## config.mk

```make
export PLATFORM = sky130hd
export DESIGN_NAME = vpu_fp_add_arbiter
export DESIGN_NICKNAME = d
export VERILOG_FILES = /design/src/rtl/vpu_fp_add_arbiter.sv
export SDC_FILE = /design/constraint.sdc
export NUM_CORES = 1
export LEC_CHECK = 0
export BUFFER_PORTS_ARGS = -buffer_cell sky130_fd_sc_hd__buf_2
export CAP_MARGIN = 20
export CORE_AREA = 5 5 160 162
export DETAILED_ROUTE_END_ITERATION = 10
export DIE_AREA = 0 0 165 167
export GPL_ROUTABILITY_DRIVEN = 0
export HOLD_SLACK_MARGIN = 0.08
export SYNTH_ARGS = -nofsm -noshare
export SYNTH_HDL_FRONTEND = slang
export SYNTH_SLANG_ARGS = --single-unit
```

## constraint.sdc

```tcl
create_clock -name clk -period 5.78 [get_ports clk]
set_clock_uncertainty 0.05 [all_clocks]
set_input_delay 1.156 -clock clk [delete_from_list [all_inputs] [get_ports clk]]
set_output_delay 1.156 -clock clk [all_outputs]
set_load 0.01 [all_outputs]
```

## src/rtl/vpu_fp_add_arbiter.sv

```systemverilog
`default_nettype none
// ============================================================================
// Module   : vpu_fp_add_arbiter
// Brief    : Round-robin share of one pipelined FP add/sub unit between
//            NUM_REQ requesters, with in-order tag return steering.
// Revision : 1.0
// ============================================================================
module vpu_fp_add_arbiter #(
    parameter int NUM_REQ         = 4,
    parameter int OPERAND_WIDTH   = 32,
    parameter int MAX_OUTSTANDING = 16
) (
    input  logic                                 clk,
    input  logic                                 rst_n,
    input  logic [NUM_REQ-1:0]                   req_valid_i,
    output logic [NUM_REQ-1:0]                   req_ready_o,
    input  logic [NUM_REQ*OPERAND_WIDTH-1:0]     req_a_i,
    input  logic [NUM_REQ*OPERAND_WIDTH-1:0]     req_b_i,
    input  logic [NUM_REQ-1:0]                   req_sub_i,
    output logic                                 fpu_tvalid_o,
    output logic [OPERAND_WIDTH-1:0]             fpu_a_o,
    output logic [OPERAND_WIDTH-1:0]             fpu_b_o,
    output logic [7:0]                           fpu_op_o,
    input  logic                                 fpu_result_tvalid_i,
    input  logic [OPERAND_WIDTH-1:0]             fpu_result_tdata_i,
    output logic [NUM_REQ-1:0]                   rsp_valid_o,
    output logic [OPERAND_WIDTH-1:0]             rsp_data_o,
    output logic [$clog2(MAX_OUTSTANDING):0]     outstanding_o,
    output logic                                 err_unexpected_o
);

    localparam int c_TAG_W = $clog2(NUM_REQ);
    localparam int c_PTR_W = $clog2(MAX_OUTSTANDING);
    localparam int c_CNT_W = c_PTR_W + 1;

    logic [c_TAG_W-1:0]       r_ptr;
    logic [c_CNT_W-1:0]       r_count;
    logic [c_PTR_W-1:0]       r_wr_ptr;
    logic [c_PTR_W-1:0]       r_rd_ptr;
    logic [c_TAG_W-1:0]       r_tag_mem [MAX_OUTSTANDING];

    logic                     r_fpu_tvalid;
    logic [OPERAND_WIDTH-1:0] r_fpu_a;
    logic [OPERAND_WIDTH-1:0] r_fpu_b;
    logic [7:0]               r_fpu_op;
    logic [NUM_REQ-1:0]       r_rsp_valid;
    logic [OPERAND_WIDTH-1:0] r_rsp_data;
    logic                     r_err;

    logic [c_TAG_W:0]         w_idx;
    logic [c_TAG_W-1:0]       w_grant_idx;
    logic                     w_found;
    logic                     w_credit_ok;
    logic                     w_fire;
    logic                     w_pop;
    logic                     w_unexpected;
    logic [c_TAG_W-1:0]       w_ptr_next;
    logic [OPERAND_WIDTH-1:0] w_a;
    logic [OPERAND_WIDTH-1:0] w_b;
    logic                     w_sub;

    // Scan offsets from the highest down so the nearest valid requester to
    // r_ptr is the last (and therefore winning) assignment.
    always_comb begin
        w_found     = 1'b0;
        w_grant_idx = '0;
        w_idx       = '0;
        for (int k = NUM_REQ - 1; k >= 0; k--) begin
            w_idx = {1'b0, r_ptr} + (c_TAG_W + 1)'(k);
            if (w_idx >= (c_TAG_W + 1)'(NUM_REQ)) begin
                w_idx = w_idx - (c_TAG_W + 1)'(NUM_REQ);
            end
            if (req_valid_i[w_idx[c_TAG_W-1:0]]) begin
                w_found     = 1'b1;
                w_grant_idx = w_idx[c_TAG_W-1:0];
            end
        end
    end

    assign w_credit_ok  = (r_count < c_CNT_W'(MAX_OUTSTANDING));
    assign w_fire       = w_found & w_credit_ok & rst_n;
    assign req_ready_o  = w_fire ? (NUM_REQ'(1) << w_grant_idx) : '0;

    assign w_ptr_next   = (w_grant_idx == c_TAG_W'(NUM_REQ - 1)) ? '0 : w_grant_idx + 1'b1;
    assign w_a          = req_a_i[w_grant_idx*OPERAND_WIDTH +: OPERAND_WIDTH];
    assign w_b          = req_b_i[w_grant_idx*OPERAND_WIDTH +: OPERAND_WIDTH];
    assign w_sub        = req_sub_i[w_grant_idx];

    // Occupancy of the tag FIFO is exactly the outstanding count, so the
    // emptiness test uses the pre-push count: a same-cycle push cannot be popped.
    assign w_pop        = fpu_result_tvalid_i & (r_count != '0);
    assign w_unexpected = fpu_result_tvalid_i & (r_count == '0);

    always_ff @(posedge clk or negedge rst_n) begin
        if (!rst_n) begin
            r_ptr        <= '0;
            r_count      <= '0;
            r_wr_ptr     <= '0;
            r_rd_ptr     <= '0;
            r_fpu_tvalid <= 1'b0;
            r_fpu_a      <= '0;
            r_fpu_b      <= '0;
            r_fpu_op     <= '0;
            r_rsp_valid  <= '0;
            r_rsp_data   <= '0;
            r_err        <= 1'b0;
        end else begin
            r_fpu_tvalid <= w_fire;
            if (w_fire) begin
                r_ptr    <= w_ptr_next;
                r_wr_ptr <= r_wr_ptr + 1'b1;
                r_fpu_a  <= w_a;
                r_fpu_b  <= w_b;
                r_fpu_op <= {7'd0, w_sub};
            end
            if (w_pop) begin
                r_rd_ptr    <= r_rd_ptr + 1'b1;
                r_rsp_valid <= NUM_REQ'(1) << r_tag_mem[r_rd_ptr];
                r_rsp_data  <= fpu_result_tdata_i;
            end else begin
                r_rsp_valid <= '0;
            end
            case ({w_fire, w_pop})
                2'b10:   r_count <= r_count + 1'b1;
                2'b01:   r_count <= r_count - 1'b1;
                default: r_count <= r_count;
            endcase
            if (w_unexpected) begin
                r_err <= 1'b1;
            end
        end
    end

    always_ff @(posedge clk) begin
        if (w_fire) begin
            r_tag_mem[r_wr_ptr] <= w_grant_idx;
        end
    end

    assign fpu_tvalid_o     = r_fpu_tvalid;
    assign fpu_a_o          = r_fpu_a;
    assign fpu_b_o          = r_fpu_b;
    assign fpu_op_o         = r_fpu_op;
    assign rsp_valid_o      = r_rsp_valid;
    assign rsp_data_o       = r_rsp_data;
    assign outstanding_o    = r_count;
    assign err_unexpected_o = r_err;

endmodule
`default_nettype wire
```

==> results_dict.tcl <==
set metrics [dict create \
    status "finished clean" \
    worst_slack_ns 1.70 \
    fin_crit_ns 4.08 \
    finish.utilization_pct 44.7 \
    hold_viol 0 \
    synthCells 895 \
    rr_worst_depth 11 \
    cp_max_fo 53 \
    grt_pass1_vias 7911 \
    final_area_um2 10700 \
    area_delta_synth_final_pct 36.3 \
    max_stage_delay_ns 0.53 \
    hold_class "register to register" \
    wl_per_cell_um 17.5 \
    cts_hold_buf 0 \
    grt_use_total_pct 19.9 \
    ys.flop_type "dfrtp_1" \
    critPathArrivalTime_ns 2.87 \
    rsz0062_at_grt "false" \
    clock-sinks 150 \
    fill_cells 2448 \
    cp_slowest_cell "buf_4" \
    maxCapViolations 0 \
    antenna_found_initial 7 \
    crit_chain "buf_2 -> or3b_2 -> o221ai_4 -> buf_4 -> ha_1 -> and2_1 -> buf_2" \
    row_count 57 \
    finalSetupViolCount 0 \
    ys_top_cells_by_count "nand2_1, a21oi_1, dfrtp_1, a211o_1, edfxtp_1" \
    final_antenna_net_count 0 \
    synth_most_common_cell "nand2_1" \
    die_h_um 167 \
    placed_cell_area_um2 10100 \
    post-place-ws_ns 1.70 \
    syn_avg_cell_area_um2 8.77 \
    cts_max_path_buffers 2 \
    synth.top_cell.area_share_pct 37.6 \
    cp.required_ns 4.57 \
    portBuffers 410 \
    dr.pass1.iters 4 \
    synth_area_leaders "dfrtp_1, nand2_1, edfxtp_1" \
    critPathLaunchType "primary input" \
    drv_slew 0 \
    max_slew_margin_pct 36.3 \
    drc_errors 0 \
    fmax_ghz 0.245 \
    dp_cells 1575 \
    clockRootBuffer "clkbuf_16" \
    seq_area_um2 3910 \
    power_leakage_nw 5.80 \
    dp_hpwl_mm 21.2 \
    cts_setup_buffers 0 \
    grt_max_degree 81 \
    yosysTopAreaCell "dfrtp_1" \
    worst_hold_slack_ns 0.415 \
    core_um2 24000 \
    peakVddDrop_v 0.000203 \
    crit_path_frequent_cell "buf_2" \
    fp.dieW_um 165 \
    vias 7772 \
    post_cts_resized 0 \
    grt_pass1_wl_mm 42.8 \
    fin_tns_setup_ns 0 \
    end_kind "output pin" \
    drt_iter0_drc 433 \
    synth_edf_count 32 \
    cts_made_buffers 17 \
    insertion_delay_ns 0.42 \
    power.total_mw 4.86 \
    synth_seq_area_share_pct 49.8 \
    synthArstFlopShare_pct 78.7 \
    start_util_pct 32.8 \
    via_per_inst 4.82 \
    drive_gt1_share_pct 36.7 \
    tightestPinTransition_ns 0.955 \
    cts_max_level 4 \
    power_density_nw_per_um2 454 \
    cts_tree "done" \
    yosysWarnings 0 \
    fin_crit_sh_pct 70.5 \
    pin_count 418 \
    routed_wl_mm 28.3 \
    nets 1582 \
    ys_ff_latch 150 \
    worst-setup-path-type "primary input to output pin" \
    dieArea_um2 27600 \
    synth.distinct_cells 44 \
    clkSlewWorstSetupHoldPaths_ns 0.07 \
    synth_area_um2 7850 \
    holdPathStages 1 \
    multiInputGateArea_um2 3570 \
    fin_cells 1614 \
    overflow 0 \
]
critical path, delay by kind of cell:
kind            cells  cell delay, ns
compound gates      1            0.10
buf+inv             3            0.78
simple gates        2            0.59
fa+ha+maj           1            0.23
path summary, 6_finish.rpt:
check	end	from	slack, ns
setup / recovery	req_ready_o[0]	req_valid_i[0]	1.70
hold / removal	err_unexpected_o$_DFFE_PN0P_	err_unexpected_o$_DFFE_PN0P_	0.42
setup reg to reg	outstanding_o[4]$_DFFE_PN0P_	outstanding_o[1]$_DFFE_PN0P_	2.60
hold reg to reg	err_unexpected_o$_DFFE_PN0P_	err_unexpected_o$_DFFE_PN0P_	0.42
max in group asynchronous	fpu_a_o[4]$_DFFE_PN0P_	rst_n	3.76
min in group asynchronous	r_ptr[0]$_DFFE_PN0P_	rst_n	0.63
flip-flops by register name, indices dropped and copies added (netlist names):
signal            flops
r_tag_mem            32
r_rd_ptr              4
fpu_op_o              1
outstanding_o         5
fpu_tvalid_o          1
r_ptr                 2
err_unexpected_o      1
rsp_valid_o           4
rsp_data_o           32
fpu_a_o              32
r_wr_ptr              4
fpu_b_o              32
cell usage in the layout, fill, tap and decap left out, drive strengths merged, types with 10 or more instances in the layout:
master,netlist,final
dfrtp,118,118
a211o,65,65
buf,42,420
mux4,10,10
nand2,369,369
and2,17,17
a21oi,132,132
ha,13,13
clkbuf,28,17
edfxtp,32,32
inv,9,18
routing by layer:
metal,part of all wire (%),wire (µm),global-route usage [%],vias up
met5,0,0,0,-
met4,1.7,478,6.11,0
met3,8.4,2370,6.25,32
met1,39,11100,23.7,3658
met2,51,14400,34.0,311
li1,-,-,-,3771
kinds of logic (layout without fill, tap and decap cells):
logic type	after synthesis	after routing	synth area share (%)
adders and majority gates	13	13	2.07
buffers and inverters	79	461	5.19
muxes	12	12	3.15
xor gates and xnor gates	12	12	1.34
DFF	150	150	49.8
and+or+nand+nor	413	413	21.0
other	1	14	0.0478
AOI/OAI and AO/OA	215	215	17.3
final cells by class:
class                      count  area share (%)
antenna                        7           0.164
inverter                       9           0.339
clock buffer                  17            3.97
clock inverter                15            1.92
tap                          324            3.79
timing repair buffer         420            19.9
sequential                   150            36.6
multi-input combinational    672            33.3
report_power, final:
part | switching [mW] | total [mW] | internal, mW
registers | 0.261 | 1.71 | 1.45
clock network | 0.519 | 1.19 | 0.667
logic | 1.14 | 1.96 | 0.818
Power figures use the tool's default switching activity.
